[config.mk]
export PLATFORM = sky130hd
export DESIGN_NAME = cdc_launch_ctrl
export DESIGN_NICKNAME = d
export VERILOG_FILES = /design/src/rtl/cdc_launch_ctrl.sv
export SDC_FILE = /design/constraint.sdc
export NUM_CORES = 1
export LEC_CHECK = 0
export CAP_MARGIN = 30
export CORE_ASPECT_RATIO = 0.8
export CORE_MARGIN = 4
export CORE_UTILIZATION = 55
export DETAILED_ROUTE_END_ITERATION = 10
export GPL_ROUTABILITY_DRIVEN = 0
export PLACE_DENSITY_LB_ADDON = 0.12
export SLEW_MARGIN = 20
export SYNTH_ARGS = -nofsm -noshare
export SYNTH_HDL_FRONTEND = slang
export SYNTH_SLANG_ARGS = --single-unit
[constraint.sdc]
create_clock -name clk_a -period 6.8 [get_ports clk_a]
set_input_delay 1.36 -clock clk_a [delete_from_list [all_inputs] [get_ports clk_a]]
set_output_delay 1.36 -clock clk_a [all_outputs]
set_load 0.1 [all_outputs]
[src/rtl/cdc_launch_ctrl.sv]
// Source-side launcher for the clk_a -> clk_b data crossing: buffers upstream words in a FIFO
// and presents each as a data_out/data_en pair with a setup cycle before and a guard gap after.
module cdc_launch_ctrl #(
  parameter int DATA_WIDTH  = 4,
  parameter int FIFO_DEPTH  = 4,
  parameter int HOLD_CYCLES = 4,
  parameter int GAP_CYCLES  = 2
) (
  input  logic                          clk_a,
  input  logic                          arstn,
  input  logic                          in_valid,
  output logic                          in_ready,
  input  logic [DATA_WIDTH-1:0]         in_data,
  output logic [DATA_WIDTH-1:0]         data_out,
  output logic                          data_en,
  output logic [$clog2(FIFO_DEPTH):0]   level,
  output logic                          busy,
  output logic [7:0]                    sent_cnt
);

  localparam int AW   = $clog2(FIFO_DEPTH);
  localparam int LW   = AW + 1;
  localparam int MAXC = (HOLD_CYCLES > GAP_CYCLES) ? HOLD_CYCLES : GAP_CYCLES;
  localparam int CW   = $clog2(MAXC) + 1;

  localparam logic [CW-1:0] HOLD_LAST  = CW'(HOLD_CYCLES - 1);
  localparam logic [CW-1:0] GAP_LAST   = CW'(GAP_CYCLES - 1);
  localparam logic [LW-1:0] FULL_LEVEL = LW'(FIFO_DEPTH);

  typedef enum logic [1:0] {
    IDLE  = 2'd0,
    SETUP = 2'd1,
    HOLD  = 2'd2,
    GAP   = 2'd3
  } state_t;

  state_t                state_r;
  logic [DATA_WIDTH-1:0] mem_r [FIFO_DEPTH];
  logic [AW-1:0]         wr_ptr_r;
  logic [AW-1:0]         rd_ptr_r;
  logic [LW-1:0]         level_r;
  logic [CW-1:0]         cnt_r;
  logic [DATA_WIDTH-1:0] data_r;
  logic                  en_r;
  logic [7:0]            sent_r;
  logic                  ready_s;
  logic                  push_s;
  logic                  pop_s;

  assign ready_s  = (level_r != FULL_LEVEL);
  assign in_ready = ready_s;
  assign data_out = data_r;
  assign data_en  = en_r;
  assign level    = level_r;
  assign sent_cnt = sent_r;
  assign busy     = (state_r != IDLE) || (level_r != LW'(0));

  // Push/pop decisions; pops look only at the registered level, so a word is never
  // popped on the same edge that wrote it.
  always_comb begin
    push_s = in_valid && ready_s;
    pop_s  = 1'b0;
    case (state_r)
      IDLE: begin
        pop_s = (level_r != LW'(0));
      end
      GAP: begin
        if (cnt_r == GAP_LAST) begin
          pop_s = (level_r != LW'(0));
        end else begin
          pop_s = 1'b0;
        end
      end
      default: begin
        pop_s = 1'b0;
      end
    endcase
  end

  // FIFO storage; contents need no reset because level gates every read.
  always_ff @(posedge clk_a) begin
    if (push_s) begin
      mem_r[wr_ptr_r] <= in_data;
    end
  end

  // Pointers, occupancy and the launch FSM with its registered outputs.
  always_ff @(posedge clk_a or negedge arstn) begin
    if (!arstn) begin
      wr_ptr_r <= AW'(0);
      rd_ptr_r <= AW'(0);
      level_r  <= LW'(0);
      state_r  <= IDLE;
      cnt_r    <= CW'(0);
      data_r   <= DATA_WIDTH'(0);
      en_r     <= 1'b0;
      sent_r   <= 8'd0;
    end else begin
      if (push_s) begin
        wr_ptr_r <= wr_ptr_r + AW'(1);
      end
      if (pop_s) begin
        rd_ptr_r <= rd_ptr_r + AW'(1);
      end
      case ({push_s, pop_s})
        2'b10:   level_r <= level_r + LW'(1);
        2'b01:   level_r <= level_r - LW'(1);
        default: level_r <= level_r;
      endcase

      case (state_r)
        IDLE: begin
          en_r <= 1'b0;
          if (pop_s) begin
            data_r  <= mem_r[rd_ptr_r];
            state_r <= SETUP;
          end
        end
        SETUP: begin
          state_r <= HOLD;
          en_r    <= 1'b1;
          cnt_r   <= CW'(0);
          sent_r  <= sent_r + 8'd1;
        end
        HOLD: begin
          if (cnt_r == HOLD_LAST) begin
            en_r    <= 1'b0;
            cnt_r   <= CW'(0);
            state_r <= GAP;
          end else begin
            cnt_r <= cnt_r + CW'(1);
          end
        end
        GAP: begin
          en_r <= 1'b0;
          if (cnt_r == GAP_LAST) begin
            if (pop_s) begin
              data_r  <= mem_r[rd_ptr_r];
              state_r <= SETUP;
            end else begin
              state_r <= IDLE;
            end
          end else begin
            cnt_r <= cnt_r + CW'(1);
          end
        end
        default: begin
          state_r <= IDLE;
          en_r    <= 1'b0;
        end
      endcase
    end
  end

endmodule

==> impl_metrics.sql <==
INSERT INTO impl_metrics (metric_group, metric, value, unit) VALUES
('floorplanning', 'effective_utilization_at_floorplan', '0.602', ''),
('layout', 'design.final.nets', '192', ''),
('clock_tree', 'htree_levels', '2', ''),
('clock_tree', 'clkSlewWorstSetupHoldPaths', '0.07', 'ns'),
('worst_setup_path', 'path_class', 'reg2out', ''),
('layout', 'layout_cells_sized_above_1', '0.136', ''),
('layout', 'multi_input_comb_area', '778', 'sq um'),
('worst_setup_path', 'worst_ep_required_time', '5.44', 'ns'),
('sta', 'finalClockSkew', '0.00934', 'ns'),
('routing', 'drtPass1Iterations', '4', ''),
('clock_tree', 'cts.root.buffer_cell', 'clkbuf_8', ''),
('clock_tree', 'cts_hold_buffers', '0', ''),
('yosys', 'synthFlopType', 'dfrtp_1', ''),
('placed_design', 'dp_cells', '201', ''),
('global_routing', 'grt_usage', '0.172', ''),
('clock_tree', 'cts_tree', 'yes', ''),
('global_routing', 'via_count_of_the_first_global_routing_pass', '1217', ''),
('layout', 'finalCoreUtilization', '0.721', ''),
('placed_design', 'place.detailed.hpwl', '2.54', 'mm'),
('placed_design', 'port-buffer-count', '24', ''),
('floorplanning', 'coreArea', '3220', 'sq um'),
('global_routing', 'antenna_found_initial', '0', ''),
('sta', 'hold-worst-slack', '0.495', 'ns'),
('routing', 'avgViaCountPerCell', '5.46', ''),
('layout', 'mostFrequentLayoutCells', '25 x dfrtp_1, 24 x clkdlybuf4s50_1, 16 x ha_1, 16 x edfxtp_1, 13 x inv_1', ''),
('global_routing', 'grt_use_met3', '0.0555', ''),
('yosys', 'largest_area_contributor_in_the_synthesized_netlist', 'dfrtp_1', ''),
('routing', 'number_of_remaining_drc_errors', '0', ''),
('run_status', 'run_status', 'complete, no violations', ''),
('layout', 'n_antenna_cell', '0', ''),
('worst_setup_path', 'end_kind', 'output pin', ''),
('sta', 'worst_slew_margin_rel', '0.348', ''),
('yosys', 'ys_async_sr_fraction', '0.610', ''),
('global_routing', 'global_route.overflow_total', '0', ''),
('clock_tree', 'worstSkewPairLatency', '0.29', 'ns'),
('worst_setup_path', 'timing.critical_path.from_type', 'flop', ''),
('worst_setup_path', 'timing.critical_path.cells', 'inv_1, ha_1, nand2_1, clkdlybuf4s50_1', ''),
('yosys', 'synth-edff-count', '16', ''),
('sta', 'setup_viol', '0', ''),
('sta', 'min_period', '3.73', 'ns'),
('yosys', 'yosysWarningCount', '0', ''),
('sta', 'max_slew.worst_pin.slew', '0.975', 'ns'),
('layout', 'layout.cells.most_common', 'dfrtp_1', ''),
('routing', 'drtAntennaViolNets', '0', ''),
('worst_setup_path', 'cpPeakStageDelay', '1.15', 'ns'),
('clock_tree', 'post_cts_buffers', '0', ''),
('floorplanning', 'floorplan.die.width', '74.4', 'microns'),
('min_path', 'hold_crit_path_type', 'reg2reg', ''),
('yosys', 'synth.net_count', '161', ''),
('yosys', 'post_synth_instance_area', '1940', 'sq um'),
('min_path', 'hold_path_end', 'sent_cnt[7]', ''),
('routing', 'route.final.wire_length', '3.28', 'mm'),
('clock_tree', 'clock_tree.buffer_depth', '2', ''),
('sta', 'max_freq', '268', 'MHz'),
('yosys', 'yosysUniqueCellTypes', '35', ''),
('routing', 'via_count', '1141', ''),
('clock_tree', 'cts_resized', '0', ''),
('layout', 'syn_to_final_growth', '19.9', '%'),
('min_path', 'hold_depth', '1', ''),
('global_routing', 'grt.met1_usage', '0.221', ''),
('sta', 'hold_viol_final', '0', ''),
('worst_setup_path', 'crit_arrival', '2.37', 'ns'),
('sta', 'setup-tns-final', '0', 'ns'),
('global_routing', 'grt_start_max_net_pins', '26', ''),
('clock_tree', 'cts_made_buffers', '5', ''),
('sta', 'grt_setup_unrepaired', 'false', ''),
('global_routing', 'grt_first_pass_wirelength', '5.58', 'mm'),
('global_routing', 'use_met2', '0.282', ''),
('layout', 'seqCellArea', '1110', 'sq um'),
('job', 'max-cap-violations', '0', ''),
('yosys', 'synth.top_cells.by_area', 'dfrtp_1 32%, edfxtp_1 25%, ha_1 10%, mux4_2 4.6%, xnor2_1 3.6%', '');
[registers in the layout, summed over array words and instances, names as in the netlist, 2 cells and up]
| register | flops |
|---|---|
| cnt_r | 3 |
| data_out | 4 |
| level | 3 |
| mem_r | 16 |
| rd_ptr_r | 2 |
| sent_cnt | 8 |
| state_r | 2 |
| wr_ptr_r | 2 |
[critical path: cells and delay by family, from the launching register on]
family | cells | cell delay, ns
buffers and inverters | 2 | 1.27
flip-flops | 1 | 0.42
adder cells (fa/ha/maj) | 1 | 0.25
AND/OR/NAND/NOR | 1 | 0.14
[layer usage]
metal	vias up	share of wire
met3	5	0.050
li1	542	-
met2	25	0.48
met4	0	0.012
met1	569	0.45
met5	-	0
[cell type report]
| cell class | instances | share of cell area |
|---|---|---|
| timing repair buffer | 25 | 0.107 |
| clock inverter | 1 | 0.00269 |
| multi-input combinational | 82 | 0.335 |
| inverter | 13 | 0.0210 |
| clock buffer | 7 | 0.0372 |
| tap | 40 | 0.0215 |
| sequential | 41 | 0.476 |
[stage by stage]
step,setup WS (ns),instance area (sq um)
floorplan,3.09,1940
global placement,3.46,2230
detailed placement,3.37,2230
CTS,3.06,2320
global route,2.98,2320
finish,3.07,2320
[cells in the mapped netlist, types with 2 or more instances]
cell      instances
ha_1             16
nand4_1           2
nand2_1           8
mux4_2            4
a22oi_1           2
and3_1            6
nand3_1           2
xor2_1            5
dfrtp_1          25
edfxtp_1         16
mux2_2            6
nor2_1            3
xnor2_1           8
inv_1            13
[worst max-delay path by stage]
stage | startpoint | end | slack [ns] | cells after the start
after global routing | state_r[0] | busy | 2.98 | 4
after detailed placement | state_r[0] | busy | 3.37 | 4
after floorplan | level[2] | level[2] | 3.09 | 9
final | state_r[0] | busy | 3.07 | 4
after CTS | state_r[0] | busy | 3.06 | 4
after global placement | state_r[0] | busy | 3.46 | 4
[kinds of logic after synthesis]
family / synth area share
AO/OA/AOI/OAI: 0.0491
XOR/XNOR: 0.0587
adder cells (fa/ha/maj): 0.114
buffers and inverters: 0.0278
flip-flops: 0.571
multiplexers: 0.0872
AND/OR/NAND/NOR: 0.0930
Power is left out: the tool's default activity adds up to more than one toggle a clock period on the data nets, which glitch-free logic cannot reach.
